File: src/rtl/ccu_pkg.sv
// Shared cache-coherence definitions: line-address geometry and type, common to
// the conflict gate and the in-flight tracker.
package ccu_pkg;

  localparam int unsigned ADDR_WIDTH_DEF  = 48;
  localparam int unsigned LINE_OFFSET_DEF = 6;
  localparam int unsigned LINE_WIDTH_DEF  = ADDR_WIDTH_DEF - LINE_OFFSET_DEF;

  typedef logic [LINE_WIDTH_DEF-1:0] line_addr_t;

  function automatic line_addr_t line_of(input logic [ADDR_WIDTH_DEF-1:0] addr);
    return addr[ADDR_WIDTH_DEF-1:LINE_OFFSET_DEF];
  endfunction

endpackage

File: src/rtl/ccu_conflict_gate_if.sv
// Bundle of the gate's request, tracker-lookup, tracker-push and issue ports.
// Handshakes: a transfer happens on a cycle where valid and ready are both high;
// a valid source holds its payload stable until that cycle.
interface ccu_conflict_gate_if #(
  parameter int ADDR_WIDTH  = ccu_pkg::ADDR_WIDTH_DEF,
  parameter int ID_WIDTH    = 4,
  parameter int LINE_OFFSET = ccu_pkg::LINE_OFFSET_DEF
);
  import ccu_pkg::*;

  logic                              req_valid_i;
  logic                              req_ready_o;
  logic [ADDR_WIDTH-1:0]             req_addr_i;
  logic [ID_WIDTH-1:0]               req_id_i;
  logic                              req_we_i;

  logic [ADDR_WIDTH-LINE_OFFSET-1:0] lookup_addr_o;
  logic                              lookup_match_i;

  logic                              trk_push_o;
  logic [ADDR_WIDTH-LINE_OFFSET-1:0] trk_data_o;
  logic                              trk_full_i;

  logic                              issue_valid_o;
  logic                              issue_ready_i;
  logic [ADDR_WIDTH-1:0]             issue_addr_o;
  logic [ID_WIDTH-1:0]               issue_id_o;
  logic                              issue_we_o;

  // master: the gate itself; slave: upstream, tracker and downstream around it
  modport master (
    input  req_valid_i, req_addr_i, req_id_i, req_we_i,
    input  lookup_match_i, trk_full_i, issue_ready_i,
    output req_ready_o, lookup_addr_o, trk_push_o, trk_data_o,
    output issue_valid_o, issue_addr_o, issue_id_o, issue_we_o
  );

  modport slave (
    output req_valid_i, req_addr_i, req_id_i, req_we_i,
    output lookup_match_i, trk_full_i, issue_ready_i,
    input  req_ready_o, lookup_addr_o, trk_push_o, trk_data_o,
    input  issue_valid_o, issue_addr_o, issue_id_o, issue_we_o
  );

endinterface

File: src/rtl/ccu_conflict_gate.sv
// Holds one request, waits until its cache line is neither in flight nor the
// tracker full, records it in the tracker, then issues it downstream in order.
module ccu_conflict_gate
  import ccu_pkg::*;
#(
  parameter int ADDR_WIDTH  = ADDR_WIDTH_DEF,
  parameter int ID_WIDTH    = 4,
  parameter int LINE_OFFSET = LINE_OFFSET_DEF,
  parameter int CNT_WIDTH   = 16
) (
  input  logic                 clk_i,
  input  logic                 rst_i,
  ccu_conflict_gate_if.master  bus,
  output logic [CNT_WIDTH-1:0] stall_cnt_o,
  output logic                 busy_o,
  output logic [1:0]           state_dbg_o
);

  typedef enum logic [1:0] {
    S_IDLE  = 2'd0,
    S_CHECK = 2'd1,
    S_ISSUE = 2'd2
  } state_t;

  state_t                            state_q;
  logic [ADDR_WIDTH-1:0]             addr_q;
  logic [ID_WIDTH-1:0]               id_q;
  logic                              we_q;
  logic [CNT_WIDTH-1:0]              cnt_q;
  logic [ADDR_WIDTH-LINE_OFFSET-1:0] line_q;
  logic                              in_check;
  logic                              blocked;
  logic                              accept;

  assign line_q   = addr_q[ADDR_WIDTH-1:LINE_OFFSET];
  assign in_check = (state_q == S_CHECK);
  // lookup_match_i already reflects this cycle's tracker contents; no pop bypass
  assign blocked  = bus.lookup_match_i || bus.trk_full_i;

  assign bus.req_ready_o   = (state_q == S_IDLE) || ((state_q == S_ISSUE) && bus.issue_ready_i);
  assign accept            = bus.req_valid_i && bus.req_ready_o;

  assign bus.lookup_addr_o = in_check ? line_q : '0;
  assign bus.trk_push_o    = in_check && !blocked;
  assign bus.trk_data_o    = line_q;

  assign bus.issue_valid_o = (state_q == S_ISSUE);
  assign bus.issue_addr_o  = addr_q;
  assign bus.issue_id_o    = id_q;
  assign bus.issue_we_o    = we_q;

  assign stall_cnt_o = cnt_q;
  assign busy_o      = (state_q != S_IDLE);
  assign state_dbg_o = state_q;

  always_ff @(posedge clk_i) begin
    if (rst_i) begin
      state_q <= S_IDLE;
      addr_q  <= '0;
      id_q    <= '0;
      we_q    <= 1'b0;
      cnt_q   <= '0;
    end else begin
      // Accept can only happen in IDLE or on the ISSUE handoff cycle, so the
      // holding register is never overwritten while still needed.
      if (accept) begin
        addr_q <= bus.req_addr_i;
        id_q   <= bus.req_id_i;
        we_q   <= bus.req_we_i;
      end
      case (state_q)
        S_IDLE: begin
          if (accept) state_q <= S_CHECK;
        end
        S_CHECK: begin
          if (blocked) begin
            if (cnt_q != '1) cnt_q <= cnt_q + CNT_WIDTH'(1);
          end else begin
            state_q <= S_ISSUE;
          end
        end
        S_ISSUE: begin
          if (bus.issue_ready_i) state_q <= accept ? S_CHECK : S_IDLE;
        end
        default: state_q <= S_IDLE;
      endcase
    end
  end

endmodule

File: src/flat_wrapper.sv
// flat-port wrapper written by rule: the top's interface ports become plain ports
module ccu_conflict_gate_flat import ccu_pkg::*;
#(
  parameter int ADDR_WIDTH  = ADDR_WIDTH_DEF,
  parameter int ID_WIDTH    = 4,
  parameter int LINE_OFFSET = LINE_OFFSET_DEF,
  parameter int CNT_WIDTH   = 16
)
  (clk_i, rst_i, stall_cnt_o, busy_o, state_dbg_o, bus_req_valid_i, bus_req_addr_i, bus_req_id_i, bus_req_we_i, bus_lookup_match_i, bus_trk_full_i, bus_issue_ready_i, bus_req_ready_o, bus_lookup_addr_o, bus_trk_push_o, bus_trk_data_o, bus_issue_valid_o, bus_issue_addr_o, bus_issue_id_o, bus_issue_we_o);
  ccu_conflict_gate_if #(.ADDR_WIDTH(ADDR_WIDTH), .ID_WIDTH(ID_WIDTH), .LINE_OFFSET(LINE_OFFSET)) bus_i ();
  input  logic clk_i;
  input  logic rst_i;
  output logic [CNT_WIDTH-1:0] stall_cnt_o;
  output logic busy_o;
  output logic [1:0] state_dbg_o;
  input wire logic [$bits(bus_i.req_valid_i)-1:0] bus_req_valid_i;
  input wire logic [$bits(bus_i.req_addr_i)-1:0] bus_req_addr_i;
  input wire logic [$bits(bus_i.req_id_i)-1:0] bus_req_id_i;
  input wire logic [$bits(bus_i.req_we_i)-1:0] bus_req_we_i;
  input wire logic [$bits(bus_i.lookup_match_i)-1:0] bus_lookup_match_i;
  input wire logic [$bits(bus_i.trk_full_i)-1:0] bus_trk_full_i;
  input wire logic [$bits(bus_i.issue_ready_i)-1:0] bus_issue_ready_i;
  output wire logic [$bits(bus_i.req_ready_o)-1:0] bus_req_ready_o;
  output wire logic [$bits(bus_i.lookup_addr_o)-1:0] bus_lookup_addr_o;
  output wire logic [$bits(bus_i.trk_push_o)-1:0] bus_trk_push_o;
  output wire logic [$bits(bus_i.trk_data_o)-1:0] bus_trk_data_o;
  output wire logic [$bits(bus_i.issue_valid_o)-1:0] bus_issue_valid_o;
  output wire logic [$bits(bus_i.issue_addr_o)-1:0] bus_issue_addr_o;
  output wire logic [$bits(bus_i.issue_id_o)-1:0] bus_issue_id_o;
  output wire logic [$bits(bus_i.issue_we_o)-1:0] bus_issue_we_o;
  assign bus_i.req_valid_i = bus_req_valid_i;
  assign bus_i.req_addr_i = bus_req_addr_i;
  assign bus_i.req_id_i = bus_req_id_i;
  assign bus_i.req_we_i = bus_req_we_i;
  assign bus_i.lookup_match_i = bus_lookup_match_i;
  assign bus_i.trk_full_i = bus_trk_full_i;
  assign bus_i.issue_ready_i = bus_issue_ready_i;
  assign bus_req_ready_o = bus_i.req_ready_o;
  assign bus_lookup_addr_o = bus_i.lookup_addr_o;
  assign bus_trk_push_o = bus_i.trk_push_o;
  assign bus_trk_data_o = bus_i.trk_data_o;
  assign bus_issue_valid_o = bus_i.issue_valid_o;
  assign bus_issue_addr_o = bus_i.issue_addr_o;
  assign bus_issue_id_o = bus_i.issue_id_o;
  assign bus_issue_we_o = bus_i.issue_we_o;
  ccu_conflict_gate #(.ADDR_WIDTH(ADDR_WIDTH), .ID_WIDTH(ID_WIDTH), .LINE_OFFSET(LINE_OFFSET), .CNT_WIDTH(CNT_WIDTH)) u_core (.clk_i(clk_i), .rst_i(rst_i), .bus(bus_i), .stall_cnt_o(stall_cnt_o), .busy_o(busy_o), .state_dbg_o(state_dbg_o));
endmodule
File: config.mk
export PLATFORM = sky130hd
export DESIGN_NAME = ccu_conflict_gate_flat
export DESIGN_NICKNAME = d
export VERILOG_FILES = /design/src/rtl/ccu_pkg.sv /design/src/rtl/ccu_conflict_gate_if.sv /design/src/rtl/ccu_conflict_gate.sv /design/src/flat_wrapper.sv
export SDC_FILE = /design/constraint.sdc
export NUM_CORES = 1
export LEC_CHECK = 0
export BUFFER_PORTS_ARGS = -buffer_cell sky130_fd_sc_hd__buf_2
export CORE_UTILIZATION = 30
export CTS_CLUSTER_DIAMETER = 100
export DETAILED_ROUTE_END_ITERATION = 12
export PLACE_DENSITY = 0.64
export SLEW_MARGIN = 40
export SYNTH_ARGS = -nofsm -noshare
export SYNTH_HDL_FRONTEND = slang
export SYNTH_SLANG_ARGS = --single-unit
File: constraint.sdc
create_clock -name clk_i -period 1.55 [get_ports clk_i]
set_input_delay 0.31 -clock clk_i [delete_from_list [all_inputs] [get_ports clk_i]]
set_output_delay 0.31 -clock clk_i [all_outputs]
set_load 0.02 [all_outputs]
======== Word level (Yosys, flattened, before mapping) ========
Index checks and enable logic that the tools add are counted.
Widths: inputs -> output; s select.
word-level totals
  flip-flop bits (word level) ............. 71
  input port bits ......................... 59
  logic and storage cells ................. 28
cells by class
  $add $sub $neg .......................... 1
  eq/ne operators ......................... 6
  muxes and demuxes ....................... 6
  reductions and logical operators ........ 10
operators with widths
  cell                   number
  $mux 42                1
  $add 16x1->16 const B  1
  $ne 16x16->1 const B   1
  $mux 2                 3
  $pmux 2 s3             1
  $reduce_and 3->1       2
  $ne 2x2->1 const B     2
  $logic_and 1x1->1      3
  $eq 2x1->1 const B     1
  $eq 2x2->1 const B     1
  $logic_not 2->1        1
  $logic_or 1x1->1       2
  $ne 2x1->1 const B     1
  $reduce_bool 2->1      1
  $logic_not 1->1        1
  $mux 1                 1

======== Longest topological paths before layout ========
  depth in word-level cells ............... 7
  depth in mapped cells ................... 6

======== Worst setup path before layout ========
No wires, ideal clock.
  path kind ............................... register -> output
  from .................................... register u_core.state_q[0], in the netlist u_core.state_dbg_o[0]
  to ...................................... output bus_trk_push_o
  data arrival time ....................... 1.437 ns
  slack ................................... -0.197 ns
  stages on the path, launching flop included .. 4
  path buffers ............................ 1
  path through ............................ dfxtp_1 > and2b_4 > buf_2 > nor3b_1
between the ends
  longest elaborated chain between the ends .. 2
ends and longest elaborated chain
  element                 RTL line                 source
  start, declared         ccu_conflict_gate.sv:25  state_t state_q;
  start signal, assigned  ccu_conflict_gate.sv:83  if (bus.issue_ready_i) state_q <= accept ? S_CHECK : S_IDLE;
  $eq 2x1->1              ccu_conflict_gate.sv:36  assign in_check = (state_q == S_CHECK);
  $logic_and 1x1->1       ccu_conflict_gate.sv:44  assign bus.trk_push_o = in_check && !blocked;
  end, declared           flat_wrapper.sv:25       output wire logic [$bits(bus_i.trk_push_o)-1:0] bus_trk_push_o;
No other way between the ends.

======== Worst setup path after layout ========
  from .................................... register u_core.state_q[1], in the netlist u_core.state_dbg_o[1]
  to ...................................... output bus_trk_push_o
The elaborated chain is that of the path after synthesis.

==> metrics.txt <==
outcome=complete, but fails checks; failing checks=negative setup slack; Nets=638; DRC viols=0; EDFF count, synth=0; dpl hpwl=between 6000 and 7000 um; total track usage=0.158; WS Path Type=flip-flop to primary output; Hold Startpoint=bus_req_addr_i[23]; H-tree depth=3; Synth area leader=dfxtp_1; CP cell instances=and2b_4, buf_12, nor3b_2, buf_4; post-layout util=0.501; Tightest Pin Transition=~0.34 ns; Root Buffer=clkbuf_16; period utilization=1.15; min Tclk post-route=1.79 ns; Port Buf Inserts=217; ANT cells=0; Core Footprint=between 10,000 and 15,000 um2; Syn Inst Count=about 380; Synth cell types=between 40 and 50; initial antenna violation count=0; CP startpoint kind=flip-flop; critical path peak fanout=17; sequential area share after synthesis=0.411; Post-DRT Antenna Nets=0; Ports=approximately 220; Worst Slack Setup Final=-0.237 ns; DR iter-0 viols=157; CP max stage cell=dfxtp_4; Die H=between 100 and 150 um; FF+latch count, synth=71; yosys warns=0; share of cells above drive strength 1=0.599; Hold Vio Cnt, Final=0; Yosys top cell area share=0.411; Crit path buffers/inverters=2; Syn Area/Cell=just over 9 um2; total power=5.36 mW; R2R Path Start=u_core.state_dbg_o[1]; Max Root-Sink Buffers=2; Finished Layout Cells=around 720; slew margin rel.=0.770; top_reg_cell synth=dfxtp_1; CP Data Arrival Time=between 1 and 1.5 ns; crit-path leading delay family=simple AND/OR/NAND/NOR gates; P_leak=2.73 nW; Die Span X=109 um; Synth area leaders=dfxtp_1, mux2i_1, buf_4; Max-Cap Viols=0; worst min path class=input pin to flip-flop; WL/cell=14.5 um; fraction of registers with async set/reset=0; RSZ-0062 raised after global routing=yes; CTS tree=built; f_max=0.560 GHz; PD cells=around 970 nW/um2; num rows=38; total wire length=~10,000 um; gp weighted congestion=roughly 0.8; commonest cells in the synthesized netlist=dfxtp_1, nor2_1, mux2i_1, and2_1, buf_4; clk sinks=71; final setup fails=between 50 and 60; area delta synth->final=60.0%; Post-CTS Hold Buffers=0; Min Hold Slack=approximately 0.21 ns; Worst-Skew Late Latency=~0.33 ns; vias per cell=about 4.7; Synth Cell Area=approximately 3500 um2; clock-pin slew reported for the worst setup and hold paths after clock tree synthesis=roughly 0.060 ns; Synth Net Count=438; global route total overflow=0; Initial Util=0.313; Post-Place Cells=about 690; slowest stage delay, CP=0.34 ns; Pins Over Slew Limit=0; CP Capture Type=primary output; largest net degree at the start of global routing=40; Num CTS Buffers=9; top-count cell post-synth=dfxtp_1; Peak VDD IR=0.000450 V; Final Skew=0.00608 ns; global-route wire length before repair=14,500 um; Critical Path Source=u_core.state_dbg_o[1]; vias in the first global route=around 3k; DRT Pass-1 Iters=4; full die area=roughly 12,000 um2; worst path required time=between 1 and 1.5 ns; via count=between 3k and 4k
## cells in the final DEF, fill, tap and decap left out, drive strengths merged, types with 2 or more instances in the layout
master,count
a211oi,5
a21oi,12
a41oi,2
and2,45
and4,3
buf,248
clkbuf,16
clkinv,3
dfxtp,71
inv,4
mux2,3
mux2i,53
nand2,6
nand3,4
nand4,9
nor2,60
nor2b,4
nor3,2
nor4,4
o21ai,5
o31ai,3
or2,2
or3,4
or4,4
## worst paths after layout
kind / end / cells past startpoint / slack (ns)
max: bus_trk_push_o / 4 / -0.24
min: u_core.bus.issue_addr_o[23] / 3 / 0.21
max reg2reg: u_core.stall_cnt_o[14] / 5 / -0.18
min reg2reg: u_core.bus.issue_id_o[1] / 2 / 0.50
## flip-flops by register name, summed over array words and instances (netlist names)
| register | count |
|---|---|
| u_core.bus.issue_we_o | 1 |
| u_core.bus.issue_id_o | 4 |
| u_core.bus.issue_addr_o | 48 |
| u_core.stall_cnt_o | 16 |
| u_core.state_dbg_o | 2 |
## metrics by stage
stage | setup TNS, ns | setup slack, ns | area [um2]
2_1_floorplan | 0 | 0.0122 | 3540
3_5_place_dp | -0.262 | -0.0966 | 4600
5_1_grt | -11.78 | -0.279 | 5530
3_3_place_gp | 0 | 0.00448 | 4600
6_report | -8.98 | -0.237 | 5530
4_1_cts | -9.89 | -0.249 | 5210
## layer usage
metal	vias up	GRT usage	routed length, um
li1	1656	-	-
met1	1604	0.187	4430
met2	143	0.273	5190
met3	16	0.0373	697
met4	0	0.0676	167
met5	-	0	0
## final cells by class
class | instances | area (um2)
Clock buffer | 12 | 258
Clock inverter | 4 | 52.6
Fill cell | 1038 | 5500
Inverter | 4 | 15.0
Multi-Input combinational cell | 240 | 1780
Sequential cell | 71 | 1450
Tap cell | 140 | 175
Timing Repair Buffer | 252 | 1800
## cells by family after synthesis
group | Yosys count | synth area share
AO/OA/AOI/OAI | 32 | 0.0590
adder cells (fa/ha/maj) | 1 | 0.00362
buffers and inverters | 68 | 0.125
flip-flops | 71 | 0.411
multiplexers | 56 | 0.163
AND/OR/NAND/NOR | 150 | 0.237
## what timing repair did
action	in CTS	in global routing
cloned	2	6
setup endpoints to repair	47	104
pin swaps	5	3
resized for setup	67	46
buffers inserted	4	3
## worst reg2reg max path: cells and delay by family, from the launching register on
family | cells | cell delay [ns]
flops | 1 | 0.34
simple gates | 3 | 0.75
buf+inv | 1 | 0.16
mux | 1 | 0.37
## power by group
group / switching (mW) / internal (mW)
Sequential: 0.0872 / 1.93
Clock: 0.792 / 1.35
Combinational: 0.661 / 0.541
Power figures use the tool's default switching activity.
